[src/rtl/ex_branch_resolve.sv]
// Execute-stage back end: resolves branches/JAL/JALR, forms link and redirect targets, registers EX/MEM entry.
// Latency: 1 cycle from accept to out_valid; redirect_valid pulses in the cycle after a taken accept.
// Backpressure: in_ready = ~out_valid | out_ready; a stalled entry holds every out_* stable.
//
// Optional build macro: MISALIGN_TRAP_EN -- adds out_exc; a taken transfer whose
// target[1] is set raises an exception entry instead of redirecting.
//
// Ports:
//   clk, rst_n            clock (rising edge), asynchronous active-low reset
//   in_valid / in_ready   EX instruction handshake
//   pc, imm, funct3       PC, sign-extended immediate, branch condition selector
//   is_branch/jal/jalr    control-transfer class (one-hot or all zero)
//   alu_result, alu_flags ALU result and {V,C,N,Z}
//   rd, reg_write         destination register and write enable
//   store_data            rs2 value for stores
//   mem_read, mem_write   memory operation flags
//   flush                 kill from a later stage
//   out_*                 EX/MEM pipeline register, handshake out_valid / out_ready
//   redirect_valid/pc     one-cycle fetch redirect and its target
//   out_exc               (MISALIGN_TRAP_EN only) misaligned control-transfer target

module ex_branch_resolve #(
  parameter int XLEN   = 32,
  parameter int SHADOW = 2
) (
  input  logic            clk,
  input  logic            rst_n,
  input  logic            in_valid,
  output logic            in_ready,
  input  logic [XLEN-1:0] pc,
  input  logic [XLEN-1:0] imm,
  input  logic [2:0]      funct3,
  input  logic            is_branch,
  input  logic            is_jal,
  input  logic            is_jalr,
  input  logic [XLEN-1:0] alu_result,
  input  logic [3:0]      alu_flags,
  input  logic [4:0]      rd,
  input  logic            reg_write,
  input  logic [XLEN-1:0] store_data,
  input  logic            mem_read,
  input  logic            mem_write,
  input  logic            flush,
  output logic            out_valid,
  input  logic            out_ready,
  output logic [XLEN-1:0] out_result,
  output logic [4:0]      out_rd,
  output logic            out_reg_write,
  output logic [XLEN-1:0] out_store_data,
  output logic            out_mem_read,
  output logic            out_mem_write,
  output logic            redirect_valid,
  output logic [XLEN-1:0] redirect_pc
`ifdef MISALIGN_TRAP_EN
  ,
  output logic            out_exc
`endif
);

  // Shadow counter is 3 bits wide: SHADOW is limited to 0..7.
  localparam int SW = 3;

  // Pipeline-register state.
  logic            out_valid_q,      out_valid_d;
  logic [XLEN-1:0] out_result_q,     out_result_d;
  logic [4:0]      out_rd_q,         out_rd_d;
  logic            out_reg_write_q,  out_reg_write_d;
  logic [XLEN-1:0] out_store_data_q, out_store_data_d;
  logic            out_mem_read_q,   out_mem_read_d;
  logic            out_mem_write_q,  out_mem_write_d;
  logic            redirect_valid_q, redirect_valid_d;
  logic [XLEN-1:0] redirect_pc_q,    redirect_pc_d;
  logic [SW-1:0]   shadow_q,         shadow_d;
`ifdef MISALIGN_TRAP_EN
  logic            out_exc_q,        out_exc_d;
`endif

  // Condition evaluation.
  logic            flag_v, flag_c, flag_n, flag_z;
  logic            cond;
  logic            is_link;
  logic            taken;
  logic [XLEN-1:0] target;
  logic [XLEN-1:0] link;
  logic            misalign;

  // Handshake qualifiers.
  logic            accept;
  logic            consume;
  logic            squash;
  logic            live;

  assign {flag_v, flag_c, flag_n, flag_z} = alu_flags;

  always_comb begin
    cond = 1'b0;
    unique case (funct3)
      3'b000:  cond = flag_z;                  // BEQ
      3'b001:  cond = ~flag_z;                 // BNE
      3'b100:  cond = flag_n ^ flag_v;         // BLT
      3'b101:  cond = ~(flag_n ^ flag_v);      // BGE
      3'b110:  cond = ~flag_c;                 // BLTU: borrow out of rs1-rs2
      3'b111:  cond = flag_c;                  // BGEU
      default: cond = 1'b0;                    // 010/011 are not branch encodings
    endcase
  end

  assign is_link = is_jal | is_jalr;
  assign taken   = is_link | (is_branch & cond);

  // JALR target comes from the ALU (rs1+imm) with bit 0 cleared; everything
  // else is PC-relative. Both sums wrap modulo 2^XLEN.
  assign target = is_jalr ? {alu_result[XLEN-1:1], 1'b0} : (pc + imm);
  assign link   = pc + XLEN'(4);

`ifdef MISALIGN_TRAP_EN
  assign misalign = taken & target[1];
`else
  assign misalign = 1'b0;
`endif

  assign in_ready = ~out_valid_q | out_ready;
  assign accept   = in_valid & in_ready;
  assign consume  = out_valid_q & out_ready;
  assign squash   = (shadow_q != '0);
  // An accepted instruction only becomes architecturally visible if it is
  // neither killed by a later stage nor sitting in a taken transfer's shadow.
  assign live     = accept & ~flush & ~squash;

  always_comb begin
    out_valid_d      = out_valid_q;
    out_result_d     = out_result_q;
    out_rd_d         = out_rd_q;
    out_reg_write_d  = out_reg_write_q;
    out_store_data_d = out_store_data_q;
    out_mem_read_d   = out_mem_read_q;
    out_mem_write_d  = out_mem_write_q;
    redirect_valid_d = 1'b0;
    redirect_pc_d    = redirect_pc_q;
    shadow_d         = shadow_q;
`ifdef MISALIGN_TRAP_EN
    out_exc_d        = out_exc_q;
`endif

    // Valid bit: flush beats accept beats consume. An accept always implies
    // the previous entry has left (in_ready), so a squashed accept leaves a bubble.
    if (flush) begin
      out_valid_d = 1'b0;
    end else if (accept) begin
      out_valid_d = ~squash;
    end else if (consume) begin
      out_valid_d = 1'b0;
    end

    // Payload loads only for live accepts so a stalled entry stays stable.
    if (live) begin
      out_result_d     = is_link ? link : alu_result;
      out_rd_d         = rd;
      out_reg_write_d  = reg_write & ~is_branch;
      out_store_data_d = store_data;
      out_mem_read_d   = mem_read;
      out_mem_write_d  = mem_write;
`ifdef MISALIGN_TRAP_EN
      out_exc_d        = misalign;
      if (misalign) begin
        // Faulting entry reports the bad target and must not write rd.
        out_result_d    = target;
        out_reg_write_d = 1'b0;
      end
`endif
    end

    if (live & taken & ~misalign) begin
      redirect_valid_d = 1'b1;
      redirect_pc_d    = target;
    end

    // Shadow counter: flush clears it, squashed accepts count it down,
    // a redirecting accept arms it.
    if (flush) begin
      shadow_d = '0;
    end else if (accept & squash) begin
      shadow_d = shadow_q - SW'(1);
    end else if (live & taken & ~misalign) begin
      shadow_d = SW'(SHADOW);
    end
  end

  always_ff @(posedge clk or negedge rst_n) begin
    if (!rst_n) begin
      out_valid_q      <= 1'b0;
      out_result_q     <= '0;
      out_rd_q         <= '0;
      out_reg_write_q  <= 1'b0;
      out_store_data_q <= '0;
      out_mem_read_q   <= 1'b0;
      out_mem_write_q  <= 1'b0;
      redirect_valid_q <= 1'b0;
      redirect_pc_q    <= '0;
      shadow_q         <= '0;
`ifdef MISALIGN_TRAP_EN
      out_exc_q        <= 1'b0;
`endif
    end else begin
      out_valid_q      <= out_valid_d;
      out_result_q     <= out_result_d;
      out_rd_q         <= out_rd_d;
      out_reg_write_q  <= out_reg_write_d;
      out_store_data_q <= out_store_data_d;
      out_mem_read_q   <= out_mem_read_d;
      out_mem_write_q  <= out_mem_write_d;
      redirect_valid_q <= redirect_valid_d;
      redirect_pc_q    <= redirect_pc_d;
      shadow_q         <= shadow_d;
`ifdef MISALIGN_TRAP_EN
      out_exc_q        <= out_exc_d;
`endif
    end
  end

  assign out_valid      = out_valid_q;
  assign out_result     = out_result_q;
  assign out_rd         = out_rd_q;
  assign out_reg_write  = out_reg_write_q;
  assign out_store_data = out_store_data_q;
  assign out_mem_read   = out_mem_read_q;
  assign out_mem_write  = out_mem_write_q;
  assign redirect_valid = redirect_valid_q;
  assign redirect_pc    = redirect_pc_q;
`ifdef MISALIGN_TRAP_EN
  assign out_exc        = out_exc_q;
`endif

endmodule

[config.mk]
export PLATFORM = sky130hd
export DESIGN_NAME = ex_branch_resolve
export DESIGN_NICKNAME = d
export VERILOG_FILES = /design/src/rtl/ex_branch_resolve.sv
export SDC_FILE = /design/constraint.sdc
export NUM_CORES = 1
export LEC_CHECK = 0
export CAP_MARGIN = 20
export CORE_ASPECT_RATIO = 1.4
export CORE_MARGIN = 3
export CORE_UTILIZATION = 45
export DETAILED_ROUTE_END_ITERATION = 10
export GPL_ROUTABILITY_DRIVEN = 1
export GPL_TIMING_DRIVEN = 0
export PLACE_DENSITY = 0.85
export SLEW_MARGIN = 20
export SYNTH_ARGS = -nofsm -noshare
export SYNTH_HDL_FRONTEND = slang
export SYNTH_SLANG_ARGS = --single-unit
export TNS_END_PERCENT = 10
[constraint.sdc]
create_clock -name clk -period 3.38 [get_ports clk]
set_input_delay 0.676 -clock clk [delete_from_list [all_inputs] [get_ports clk]]
set_output_delay 0.676 -clock clk [all_outputs]
set_load 0.05 [all_outputs]
; Word level (Yosys, flattened, before mapping)
; Cells that the tools add are included.
[totals]
regBits = 109
inputBits = 151
out_inout_bits = 107
elab_cells = 51
[op_classes]
add_sub_neg = 3
eq_ne = 5
mux = 10
n_bitwise = 19
n_reduce_logical = 4
[ops]
columns = operator, n
row1 = 2-to-1 mux 32 bit, 2
row2 = adder 32 x 3 -> 32 bit (second input constant), 1
row3 = adder 32 bit, 1
row4 = == test 3 bit (second input constant), 4
row5 = 2-to-1 mux 3 bit, 3
row6 = nonzero test 3 bit, 3
row7 = bitwise AND 1 bit, 8
row8 = inverter 1 bit, 7
row9 = one-hot mux 1 bit (6 select lines), 1
row10 = 2-to-1 mux 1 bit, 4
row11 = == test 3 x 1 -> 1 bit (second input constant), 1
row12 = logical NOT 3 bit, 1
row13 = bitwise OR 1 bit, 3
row14 = subtractor 3 x 1 -> 3 bit (second input constant), 1
row15 = bitwise XOR 1 bit, 1

; Depth between registers and ports, before layout
; Gate-level depths: netlist of the first run.
[depth]
depth_word = 9
mapped_depth = 10
ltp_nobuf = 10

; Least setup slack after synthesis of the first run
; OpenSTA, ideal clock, no wires.
[synth_path]
path_kind = input to register
start = in pc[0]
end = reg redirect_pc_q[10], in the netlist redirect_pc[10]
setup_time_ns = 0.126
arrival_time_ns = 2.565
required_time_ns = 3.254
path_slack_ns = 0.688
path_stages = 9
n_path_buf = 0
cell_sequence = ha_1 -> fa_1 -> a21oi_1 -> o21ai_1 -> a21o_1 -> a31oi_1 -> o21ai_0 -> xor2_1 -> a221o_1
[synth_between]
elab_chain_len = 2
[synth_lines]
columns = item, line
row1 = start: declaration, 30  ; input logic [XLEN-1:0] pc,
row2 = adder 32 bit, 113  ; assign target = is_jalr ? {alu_result[XLEN-1:1], 1'b0} : (pc + imm);
row3 = 2-to-1 mux 32 bit, 113
row4 = end signal: assignment, 213  ; redirect_pc_q <= redirect_pc_d;
row5 = end: declaration, 72  ; logic [XLEN-1:0] redirect_pc_q, redirect_pc_d;
; No other way between the ends.
; A chain may end at the register's enable or synchronous reset.

; Final worst setup path of the first run
[layout_path]
start = in pc[0]
end = reg redirect_pc_q[26], in the netlist redirect_pc[26]
; The elaborated chain is that of the path after synthesis.

==> results of run 1 <==
==> worst paths after layout <==
kind	startpoint	endpoint	slack (ns)	cells after the start
worst max-delay path	pc[0]	redirect_pc[26]$_DFFE_PN0P_	0.19	11
worst min-delay path	rst_n	out_mem_read$_DFFE_PN0P_	0.25	1
worst max register to register	shadow_q[0]$_DFFE_PN0P_	out_result[3]$_DFFE_PN0P_	0.60	8
worst min register to register	out_store_data[10]$_DFFE_PN0P_	out_store_data[10]$_DFFE_PN0P_	0.48	2
max in group asynchronous	rst_n	redirect_pc[8]$_DFFE_PN0P_	2.46	2
min in group clk	out_store_data[10]$_DFFE_PN0P_	out_store_data[10]$_DFFE_PN0P_	0.48	2
==> power by group <==
group	leakage [uW]	total [uW]	switching (uW)	internal, uW
Sequential	0.00135	2260	353	1910
Clock	0.000153	1090	485	601
Combinational	0.00284	5120	3450	1670
==> metrics by stage <==
stage	worst slack, ns	utilization [%]
after floorplan	0.6885	-
after global placement	-2.440	64.62
after detailed placement	-0.1884	64.82
after CTS	0.1705	66.87
after global routing	0.01503	66.95
final	0.1918	66.95
==> synth_stat cells (all sizes together) (2+ instances only) <==
cell type        n  area [um2]
o21a             6       45.04
o211ai           3       22.52
xnor2           25       219.0
nand3           30       155.1
a21o             9       67.56
nor2            72       277.8
mux2i            5       50.05
nor3             7       35.03
or2              2       12.51
o22ai            3       25.02
nand4b           2       17.52
nor3b            3       22.52
buf              9       43.79
nand2b           4       25.02
o31ai            4       43.79
and4             7       65.06
or3              2       17.52
ha              34       425.4
and3             9       57.56
a21oi           73       365.4
nand4           10       68.81
nand3b           3       22.52
dfrtp          109        2728
a221oi           3       38.79
nor2b            3       26.27
a211oi           2       15.01
o21ai           81       420.4
xor2            33       289.0
inv              9       33.78
nand2          215       807.0
a31oi            8       50.05
a221o            3       30.03
clkdlybuf4s15    2       21.27
clkbuf          31       138.9
o21bai           8       60.06
==> routing by layer <==
| metal | vias up | GRT usage (%) | part of all wire [%] |
|---|---|---|---|
| met4 | 0 | 13.32 | 4.6 |
| met2 | 333 | 50.32 | 52 |
| met5 | - | 0 | 0 |
| met3 | 68 | 3.377 | 5.4 |
| met1 | 3399 | 33.15 | 38 |
| li1 | 3464 | - | - |
==> cell families after synthesis <==
kind of cell,synth area share [%]
AO/OA/AOI/OAI,18.78
XOR/XNOR,7.346
adder cells (fa/ha/maj),6.441
buffers and inverters,3.438
flip-flops,39.44
multiplexers,0.7237
AND/OR/NAND/NOR,23.83
==> cell type report <==
class | count | area, um2 | area share [%]
multi-input combinational | 684 | 3960 | 39.29
antenna | 1 | 2.502 | 0.02483
clock inverter | 6 | 70.07 | 0.6952
tap | 192 | 240.2 | 2.384
inverter | 9 | 33.78 | 0.3352
timing repair buffer | 258 | 2601 | 25.81
buffer | 42 | 203.9 | 2.024
clock buffer | 10 | 239.0 | 2.371
sequential | 109 | 2728 | 27.06
==> state kept, by name (all words and copies together) (netlist names) <==
register and cells:
out_mem_read 1, out_store_data 32, out_result 32, out_reg_write 1
redirect_pc 32, shadow_q 3, out_rd 5, redirect_valid 1
out_valid 1, out_mem_write 1
==> what timing repair did <==
item	CTS	global route
hold endpoints to repair	0	0
resized for setup	0	2
setup endpoints to repair	0	3
==> results by stage, run 1 <==
Run:
- The count of max-cap constraint violations is 0.

Layout:
- Compared with the post-synthesis result, the final layout area differs by 45.74%.
- The filler cells instantiated in the layout total 1254.
- The fraction of layout instances using a drive strength above 1 is about 4.7%.
- Leaving out filler cells and counting taps, the final layout contains 1311.
- The leading cell type in the layout, fill and taps excluded is clkdlybuf4s50_1.
- At the end of the flow, the number of nets in the layout was 1299.
- The top cell types in the final layout, fill and taps aside, are clkdlybuf4s50_1 (256), nand2_1 (215), dfrtp_1 (109), a21oi_1 (73).
- The post-route cell area is approximately 10000 um2.

Global route:
- The total congestion overflow is 0.
- The number of global-route vias before repair is 7288.
- The overall track demand over capacity in global routing is 28.06%.
- Entering global routing, the biggest net connects 65 pins.
- The first global-routing pass estimated 38090 um of wire.
- The initial antenna violation count is 1.

Placement:
- The number of placed instances, taps included, is between 1000 and 1500.
- The weighted congestion reported at the end of routability-driven placement is 0.9225.
- Port buffering added 257 buffers.
- The HPWL after detailed placement is 19590 um.
- Once placement finished, the instance area stood at ~9800 um2.

Synth:
- Of all flip-flops after synthesis, the portion carrying an async set or reset was 100.0%.
- The number of synthesized register bits is 109.
- The number of distinct library cells after synthesis is 70.
- Yosys printed 0 warnings.
- The number of enable flip-flop cells after synthesis is 0.
- The area of the mapped netlist is between 6000 and 7000 um2.
- The mean instance size in the synthesized netlist is ~8.2 um2.
- The count of mapped cells out of synthesis is 844.
- Counting every net in the synthesized netlist gives 1030.
- For this run, the leading register cell type out of synthesis is dfrtp_1.
- Sequential cells were found to cover 39.44% of the synthesized design area.

Power and ir drop:
- The total power density per cell area is 840.0 nW/um2.
- The leakage power summed over all cells is 0.004351 uW.
- Overall power consumption after layout is estimated at 8466 uW.
- The largest vdd supply drop is around 0.00055 V.

Setup path:
- The largest individual stage delay along the critical path comes from the cell clkdlybuf4s50_1.
- The buffers plus inverters on the worst setup path is 1.
- The cell type group with the largest total delay on the critical path is compound AO/OA/AOI/OAI gates.
- The arrival time of data at the critical path endpoint is 3.41 ns.
- The worst setup path category is primary input to flop.
- The worst path required time is 3.60 ns.
- The element type at the critical path end is a flop.
- Walking the worst path, the cells encountered are clkdlybuf4s50_1 > ha_1 > fa_1 > a21oi_1 > o21ai_1 > nor2b_4 > o22ai_2 > o31ai_2 > a21oi_1 > mux2i_1 > nand3_1.
- In this design, the stage delay of the slowest critical-path cell is approximately 0.45 ns.
- In this design, the critical path's most frequently occurring cell is a21oi_1.
- The worst setup path is launched from a primary input.
- The maximum net fanout on the critical path is 5.

Floorplan:
- The die is 152.7 um tall.
- The die covers around 17000 um2.
- For this configuration, the core starts out at a cell density of 45.94%.
- During I/O placement, the number of pins put on the boundary was 258.
- The placeable core region is 15050 um2.
- The chip width is between 100 and 150 um.
- Row generation in the floorplan step produced 53 rows.

Timing:
- The fmax is 313.7 MHz.
- The hold violation count in the final report is 0.
- The relative slew slack is 42.52%.
- The final max-slew violation count came to 0.
- Hold is met by 0.2522 ns.
- The accumulated negative setup slack is 0 ns.
- The post-route clock period utilization is roughly 94%.
- Setup repair after global routing left no endpoint under its margin.
- On the final layout, the worst clock skew is 0.01097 ns.
- The number of setup violations in the final report is 0.
- At the pin with the least slew margin, the transition time is roughly 0.86 ns.
- The post-layout minimum cycle time is 3.188 ns.

Clock tree:
- Clock tree synthesis found a total of about 110 sinks.
- The post-CTS setup repair buffer count is 0.
- The H-tree was split into 3 levels.
- The TritonCTS clock tree is done.
- At the later pin of the worst-skew pair, clock insertion delay measures 0.35 ns.
- The clock-pin slew of the registers on the worst-case setup and hold paths is 0.08 ns.
- The tree is rooted in a clkbuf_16.
- The maximum clock path buffer count is 2.
- The number of buffers inserted by hold repair at cts is 0.
- Counting the buffers created by CTS gives 9.

Drt:
- The final layout contains routed wiring with a total length of about 24000 um.
- For this block, the via count after detailed routing is 7264.
- The initial detailed-routing violation count is about 460.
- Dividing the detail-routed via count by the number of cells gives 5.541.
- After detailed routing, the number of remaining DRC violations is 0.
- The average wire per standard cell is around 18 um.
- The first detailed-routing pass took 5 iterations.
- Once detail routing completed, the nets flagged for antenna violations numbered 0.

Min path:
- The tightest min-delay check is of the primary input to asynchronous set/reset pin type.

Outcome:
- The flow ran to the end, and the final reports show no timing, DRC or antenna violations.
Note: power is estimated with default switching activity, not from simulation.
==> inputs of run 2 (changes only) <==
- CORE_UTILIZATION: 45 -> 35
- PLACE_DENSITY: 0.85 -> 0.7
==> run 2 against run 1 <==
  * Critical endpoint unchanged
  * Highest routed layer unchanged
  * Via count decreased by 2.5%
  * Global-route usage down 5.7 points
  * Largest power group unchanged
  * Sequential power barely moved
  * Combinational power is essentially flat
==> results by stage, run 2 (synthesized netlist as in run 1, its figures left out) <==
Setup path:
- The worst setup path category is primary input to flop.
- The endpoint of the worst-slack reg-to-reg timing path is out_result[1]$_DFFE_PN0P_.
- Broken down by cell family, the worst path's largest delay share belongs to compound AO/OA/AOI/OAI gates.
- Data on the critical path arrives at its endpoint at about 3.5 ns.
- The maximum net fanout on the critical path is 5.
- The worst path required time is 3.61 ns.
- The element type at the critical path end is a flop.
- The cell that appears most often on the critical path is a21oi_1.
- STA classifies the critical path startpoint as a primary input.
- The largest individual stage delay along the critical path comes from the cell clkdlybuf4s50_1.
- The launch point of the worst reg-to-reg path is shadow_q[0]$_DFFE_PN0P_.
- In this design, the stage delay of the slowest critical-path cell is 0.44 ns.
- The buffers plus inverters on the worst setup path is 1.
- The setup slack on the worst flop-to-flop path is 0.54 ns.
- The signal on the critical path passes through clkdlybuf4s50_1 > ha_1 > fa_1 > a21oi_1 > o21ai_1 > nor2b_4 > o22ai_2 > o31ai_1 > a21oi_1 > mux2i_1 > nand3_1.
- The cell count of the worst reg-to-reg path is 8.

Floorplan:
- Pin placement for this block handled 258 I/O pins.
- The area of the die is around 22000 um2.
- The placeable core region is 19290 um2.
- Measured along the x axis, the die boundary spans 124.8 um.
- The total number of placement rows is 60.
- The height of the chip is 172.3 um.
- Once the floorplan was initialized, standard cells occupied ~36% of the core.

Drt:
- After detailed routing, the number of vias per cell comes to 5.169.
- The number of detailed-routing iterations run before antenna repair is 4.
- For this block, the initial DRC count from the detailed router was 339.
- The total length of routed wires is 25140 um.
- The total via count in the routed design is 7081.
- After detailed routing, the number of remaining DRC violations is 0.
- In the final routed layout, each cell accounts on average for 18.35 um.
- The number of nets with antenna violations after routing is 0.

Layout:
- The leading cell type in the layout, fill and taps excluded is clkdlybuf4s50_1.
- The library cells used most frequently in the layout, excluding fill and tap cells, are clkdlybuf4s50_1 (256), nand2_1 (215), dfrtp_1 (109), a21oi_1 (72), o21ai_0 (71).
- Once layout is done, the placed cells without fillers occupy 10130 um2.
- For this run, the post-layout net count is 1299.
- The fraction of layout instances using a drive strength above 1 is approximately 4.8%.
- Excluding fillers, the count of instances in the completed layout stands at 1370.
- The area growth from synthesis to layout is 46.54%.

Global route:
- The met2 routing resource usage after global routing is between 40% and 50%.
- The global-route wire length before repair is approximately 38000 um.
- After global routing the overflow that remains totals 0.
- The initial antenna violation count is 3.
- Global routing used 2.812% of the available met3 tracks.
- The number of global-route vias before repair is 6896.
- Global routing consumed, over all layers together, between 20% and 30% of the routing resources.
- The met1 usage is 26.18%.
- The largest net degree at the start of global routing is 71.
- The highest-utilization routing layer at the global route stage is met2.

Timing:
- Clock skew on the completed layout was measured at 0.009042 ns.
- The number of setup violations in the final report is 0.
- The final max-slew violation count was 0.
- The post-layout minimum cycle time is ~3.3 ns.
- For this run, the top clock speed supported by timing is 303.8 MHz.
- Headroom to the max-slew limit came out at 46.86%.
- The hold violation count in the final report is 0.
- Setup slack closes at 0.08830 ns.
- Setup repair after global routing left no endpoint under its margin.
- The post-route clock period utilization is 97.39%.
- The worst-margin pin slew is slightly below 0.8 ns.

Outcome:
- The flow ran to the end, and the final reports show no timing, DRC or antenna violations.

Placement:
- The worst setup timing slack at the placement stage is -0.2466 ns.
- The estimated wirelength of the detail-placed design is 20660 um.
- The number of I/O port buffers is approximately 260.
- The weighted congestion reported at the end of routability-driven placement is 0.9145.
- The number of placed cells counting well taps is approximately 1400.
- The cell area after placement is 9827 um2.

Power and ir drop:
- The internal power summed over all cells is 4100 uW.
- The total power density per cell area is about 830 nW/um2.
- The analysis attributes to cell leakage a power of 0.004333 uW.
- The switching portion of total power is between 50% and 60%.
- The part of the power in combinational logic is between 60% and 70%.
- The clock share of power is between 10 and 15%.
- The largest vdd supply drop is 0.0003497 V.
- The sequential share of power is 26.6%.
- The power after layout is 8401 uW.
- For this design the total switching power over the nets is 4301 uW.

Clock tree:
- TritonCTS built the clock tree.
- The post-CTS setup repair buffer count is 0.
- The H-tree was split into 3 levels.
- The buffer cell driving the clock tree root is clkbuf_16.
- The clock latency of the later-clocked register in the worst-skew pair is between 0.3 and 0.4 ns.
- After clock tree synthesis, the clock-pin slew on the worst setup and hold paths is 0.08 ns.
- The maximum clock path buffer count is 2.
- The TritonCTS buffer count is 9.
- CTS saw roughly 110 sinks.

Run:
- The count of max-cap constraint violations is 0.

Min path:
- The tightest min-delay check is of the primary input to asynchronous set/reset pin type.
[run 2: how the worst max path moves through the flow]
stage | start | end | cells past startpoint
detailed placement | is_jalr | redirect_pc[19]$_DFFE_PN0P_ | 8
CTS | is_jalr | redirect_pc[19]$_DFFE_PN0P_ | 8
global route | pc[0] | redirect_pc[26]$_DFFE_PN0P_ | 11
global placement | rst_n | redirect_pc[9]$_DFFE_PN0P_ | 1
floorplan | pc[0] | redirect_pc[10]$_DFFE_PN0P_ | 9
finish | pc[0] | redirect_pc[26]$_DFFE_PN0P_ | 11
[run 2: cell type report]
cell class / count / area, um2
antenna: 4 / 10.01
buffer: 42 / 203.9
clock buffer: 10 / 239.0
clock inverter: 6 / 46.29
fill: 1834 / 9160
inverter: 9 / 33.78
multi-input combinational: 684 / 3961
sequential: 109 / 2728
tap: 248 / 310.3
timing repair buffer: 258 / 2601
[run 2: per-stage QoR]
stage,hold slack [ns],TNS [ns],util [%]
final,0.2312,0,52.52
after global routing,0.2454,0,52.51
after CTS,0.2336,0,52.41
after detailed placement,0.4612,-4.142,50.93
after global placement,0.4537,-287.03,50.78
after floorplan,0.3804,0,-
[run 2: timing repair]
action	CTS	global route
gates resized for setup	0	3
setup endpoints to repair	0	13
hold buffers	0	0
[run 2: layer usage]
metal | vias to the layer above | routed length, um
met4 | 0 | 979
li1 | 3459 | -
met2 | 231 | 13180
met1 | 3347 | 9964
met5 | - | 0
met3 | 44 | 1017
[run 2: power groups by stage]
stage / Combinational, uW / Sequential [uW] / Clock (uW)
5_1_grt: 5420 / 2310 / 1100
3_3_place_gp: 5110 / 2250 / 0
2_1_floorplan: 1160 / 4280 / 0
6_report: 5130 / 2230 / 1030
3_5_place_dp: 5160 / 2260 / 0
4_1_cts: 5170 / 2240 / 1050
==> inputs of run 3 (changes only) <==
- ABC_CLOCK_PERIOD_IN_PS: default -> 2800
- PLACE_DENSITY: 0.7 -> 0.72
- clock period: 3.38 -> 2.8 ns (I/O delays scaled with it)
==> run 3 against run 2 <==
  * Global-route usage up 0.50 points
  * Clock power up 20%
  * Wire length up 1.6%
  * Critical path depth unchanged
  * Flip-flop and latch count unchanged
  * Combinational power up 23%
  * Power up 22%
  * Design area up 3.8%
  * Clock-buffer cell count down 1
  * Utilization up 2.0 points
  * Largest power group unchanged
==> results by stage, run 3 (synthesized netlist as in run 1, its figures left out) <==
Timing:
- Between clock sinks in the finished design, the worst skew comes to 0.01120 ns.
- Setup repair after global routing could not meet its margin everywhere.
- The hold violation count in the final report came to 0.
- The worst-margin pin slew is 0.6077 ns.
- Setup violations remaining at the end of the flow were counted as 0.
- Measured against its own limit, the worst slew margin works out to 59.48%.
- The worst path in the final design needs a cycle of roughly 2.8 ns, including I/O delays and setup.
- The fmax is roughly 360 MHz.
- Hold timing on the final database bottoms out at a slack of 0.07074 ns.
- The final max-slew violation count is 0.
- Of the available clock period, the critical path in the final layout requires 99.90%.

Power and ir drop:
- The total power density per cell area is 974.4 nW/um2.
- The internal power summed over all cells is 4995 uW.
- VDD sags by at most 0.0003984 V.
- The clock share of power is 12.1%.
- The power after layout is 10250 uW.
- The part of the power in combinational logic is 61.4%.
- The sequential share of power is 26.6%.
- Summed over all nets, the switching power comes to approximately 5300 uW.
- The switching portion of total power is between 50% and 60%.
- Summed over all cells, the static leakage comes to 0.004515 uW.

Global route:
- For this run, global-route usage on met3 was measured as 2.936%.
- The number of global-route vias before repair came to between 7000 and 8000.
- The total overflow left after global routing is 0.
- The highest-utilization routing layer at the global route stage is met2.
- Across every metal layer, demand over resource in global routing totals 22.85%.
- The first global-routing pass estimated 39010 um of wire.
- The initial antenna violation count is 4.
- The largest net degree at the start of global routing is 79.
- The met2 routing resource usage after global routing is 41.57%.
- For met1 alone, demand over resource in global routing was between 20% and 30%.

Floorplan:
- The initial cell density of the core is 35.84%.
- The area of the die is 21500 um2.
- From bottom edge to top edge, the die measures approximately 170 um.
- The floorplan step set the die width to 124.8 um.
- The boundary pin count is approximately 260.
- The core region is 19290 um2.
- The total number of placement rows is 60.

Placement:
- The count of buffers added on input and output ports is about 260.
- The cell area after placement is 9827 um2.
- The weighted congestion reported at the end of routability-driven placement is roughly 0.91.
- The HPWL after detailed placement is about 21000 um.

Clock tree:
- The clock reaches the later pin of the worst-skew pair after roughly 0.35 ns.
- Clock-pin slew was measured on the worst setup and hold paths at 0.08 ns.
- The TritonCTS clock tree is done.
- The TritonCTS buffer count is 9.
- The buffer cell driving the clock tree root is clkbuf_16.
- No sink is reached through more buffers than the 2 on the longest clock path.
- The deepest level of the CTS H-tree is 3.
- The number of clock sinks is 109.
- The number of hold buffers added after CTS was 0.

Layout:
- The area overhead of the layout relative to synthesis is 52.07%.
- The leading cell type in the layout, fill and taps excluded is clkdlybuf4s50_1.
- The library cells used most frequently in the layout, excluding fill and tap cells, are clkdlybuf4s50_1 (235), nand2_1 (215), dfrtp_1 (109), o21ai_0 (71), nor2_1 (68).
- Of the cells placed in the final design, the portion with a size suffix greater than 1 is 9.317%.
- With fillers left out, the area of the finished cells amounts to roughly 11000 um2.
- At the end of the flow the core is filled with cells to a little over half.
- The net total in the final layout is 1308.

Drt:
- For this run, design rule violations remaining after detail routing come to 0.
- The routed layout has a little over 7000 vias.
- The via-per-instance ratio is 5.178.
- The routed design has 25540 um of wire.
- The number of nets with antenna violations after routing is 0.
- The initial detailed-routing violation count is 457.
- The number of detailed-routing iterations run before antenna repair is 5.
- The average wire per standard cell is 18.52 um.

Setup path:
- The worst setup path is captured at a flop.
- The worst setup path is of the primary input to flop kind.
- The setup slack on the worst flop-to-flop path is 0.47 ns.
- The arrival time of data at the critical path endpoint is 3.03 ns.
- The worst path required time is 3.03 ns.
- Along the worst path, the maximum fanout reaches 5.
- The kind of start point of the critical path is a primary input.

Min path:
- The type of the worst min-delay path is primary input to asynchronous set/reset pin.

Outcome:
- The flow ran to the end, and the final reports show no timing, DRC or antenna violations.

Run:
- Max-cap violations in this run came to 0.
[run 3: power groups by stage]
stage | clock network (uW) | logic, uW | registers (uW)
after floorplan | 0 | 1400 | 5170
after global placement | 0 | 6130 | 2720
after detailed placement | 0 | 6200 | 2750
after CTS | 1250 | 6260 | 2720
after global routing | 1330 | 6630 | 2810
final | 1240 | 6290 | 2720
[run 3: stage by stage]
| stage | instances | setup slack, ns | setup TNS [ns] |
|---|---|---|---|
| floorplan | 844 | 0.2245 | 0 |
| finish | 1379 | 0.002775 | 0 |
| CTS | 1368 | 0.0003053 | 0 |
| global placement | 1349 | -3.068 | -367.22 |
| detailed placement | 1350 | -0.7063 | -32.77 |
| global route | 1379 | -0.02197 | -0.02429 |
[run 3: layout make-up]
cell class / count / area, um2
multi-input combinational: 684 / 4253
buffer: 38 / 175.2
inverter: 9 / 33.78
clock inverter: 7 / 56.30
tap: 248 / 310.3
sequential: 109 / 2728
antenna: 4 / 10.01
timing repair buffer: 271 / 2725
clock buffer: 9 / 225.2
fill: 1786 / 8777
[run 3: worst paths after layout]
| path | start | endpoint | cells after the start |
|---|---|---|---|
| max | imm[9] | redirect_pc[26]$_DFFE_PN0P_ | 11 |
| min | rst_n | out_store_data[18]$_DFFE_PN0P_ | 1 |
| max reg2reg | shadow_q[0]$_DFFE_PN0P_ | redirect_pc[14]$_DFFE_PN0P_ | 8 |
| min reg2reg | out_store_data[14]$_DFFE_PN0P_ | out_store_data[14]$_DFFE_PN0P_ | 2 |
| max in group asynchronous | rst_n | redirect_pc[9]$_DFFE_PN0P_ | 2 |
| min in group clk | out_store_data[14]$_DFFE_PN0P_ | out_store_data[14]$_DFFE_PN0P_ | 2 |
[run 3: worst max-delay path, stage by stage]
cell,delay (ns)
clkdlybuf4s50_1,0.44
ha_4,0.31
and4_4,0.26
a311oi_1,0.09
o21ai_1,0.21
o22ai_4,0.16
buf_4,0.17
o31ai_2,0.37
a21oi_2,0.12
mux2i_1,0.23
nand3_1,0.10
[run 3: routing by layer]
layer  wire, um  vias to the layer above  share of wire, %
met3       1351                       47               5.3
met5          0                        -                 0
met2      13350                      278                52
met4        918                        0               3.6
li1           -                     3469                 -
met1       9929                     3346                39
[run 3: timing repair]
action / CTS / global route
resized for setup: 33 / 42
endpoints found under the setup margin: 57 / 17
pin swaps: 6 / 14
buffers inserted: 3 / 10
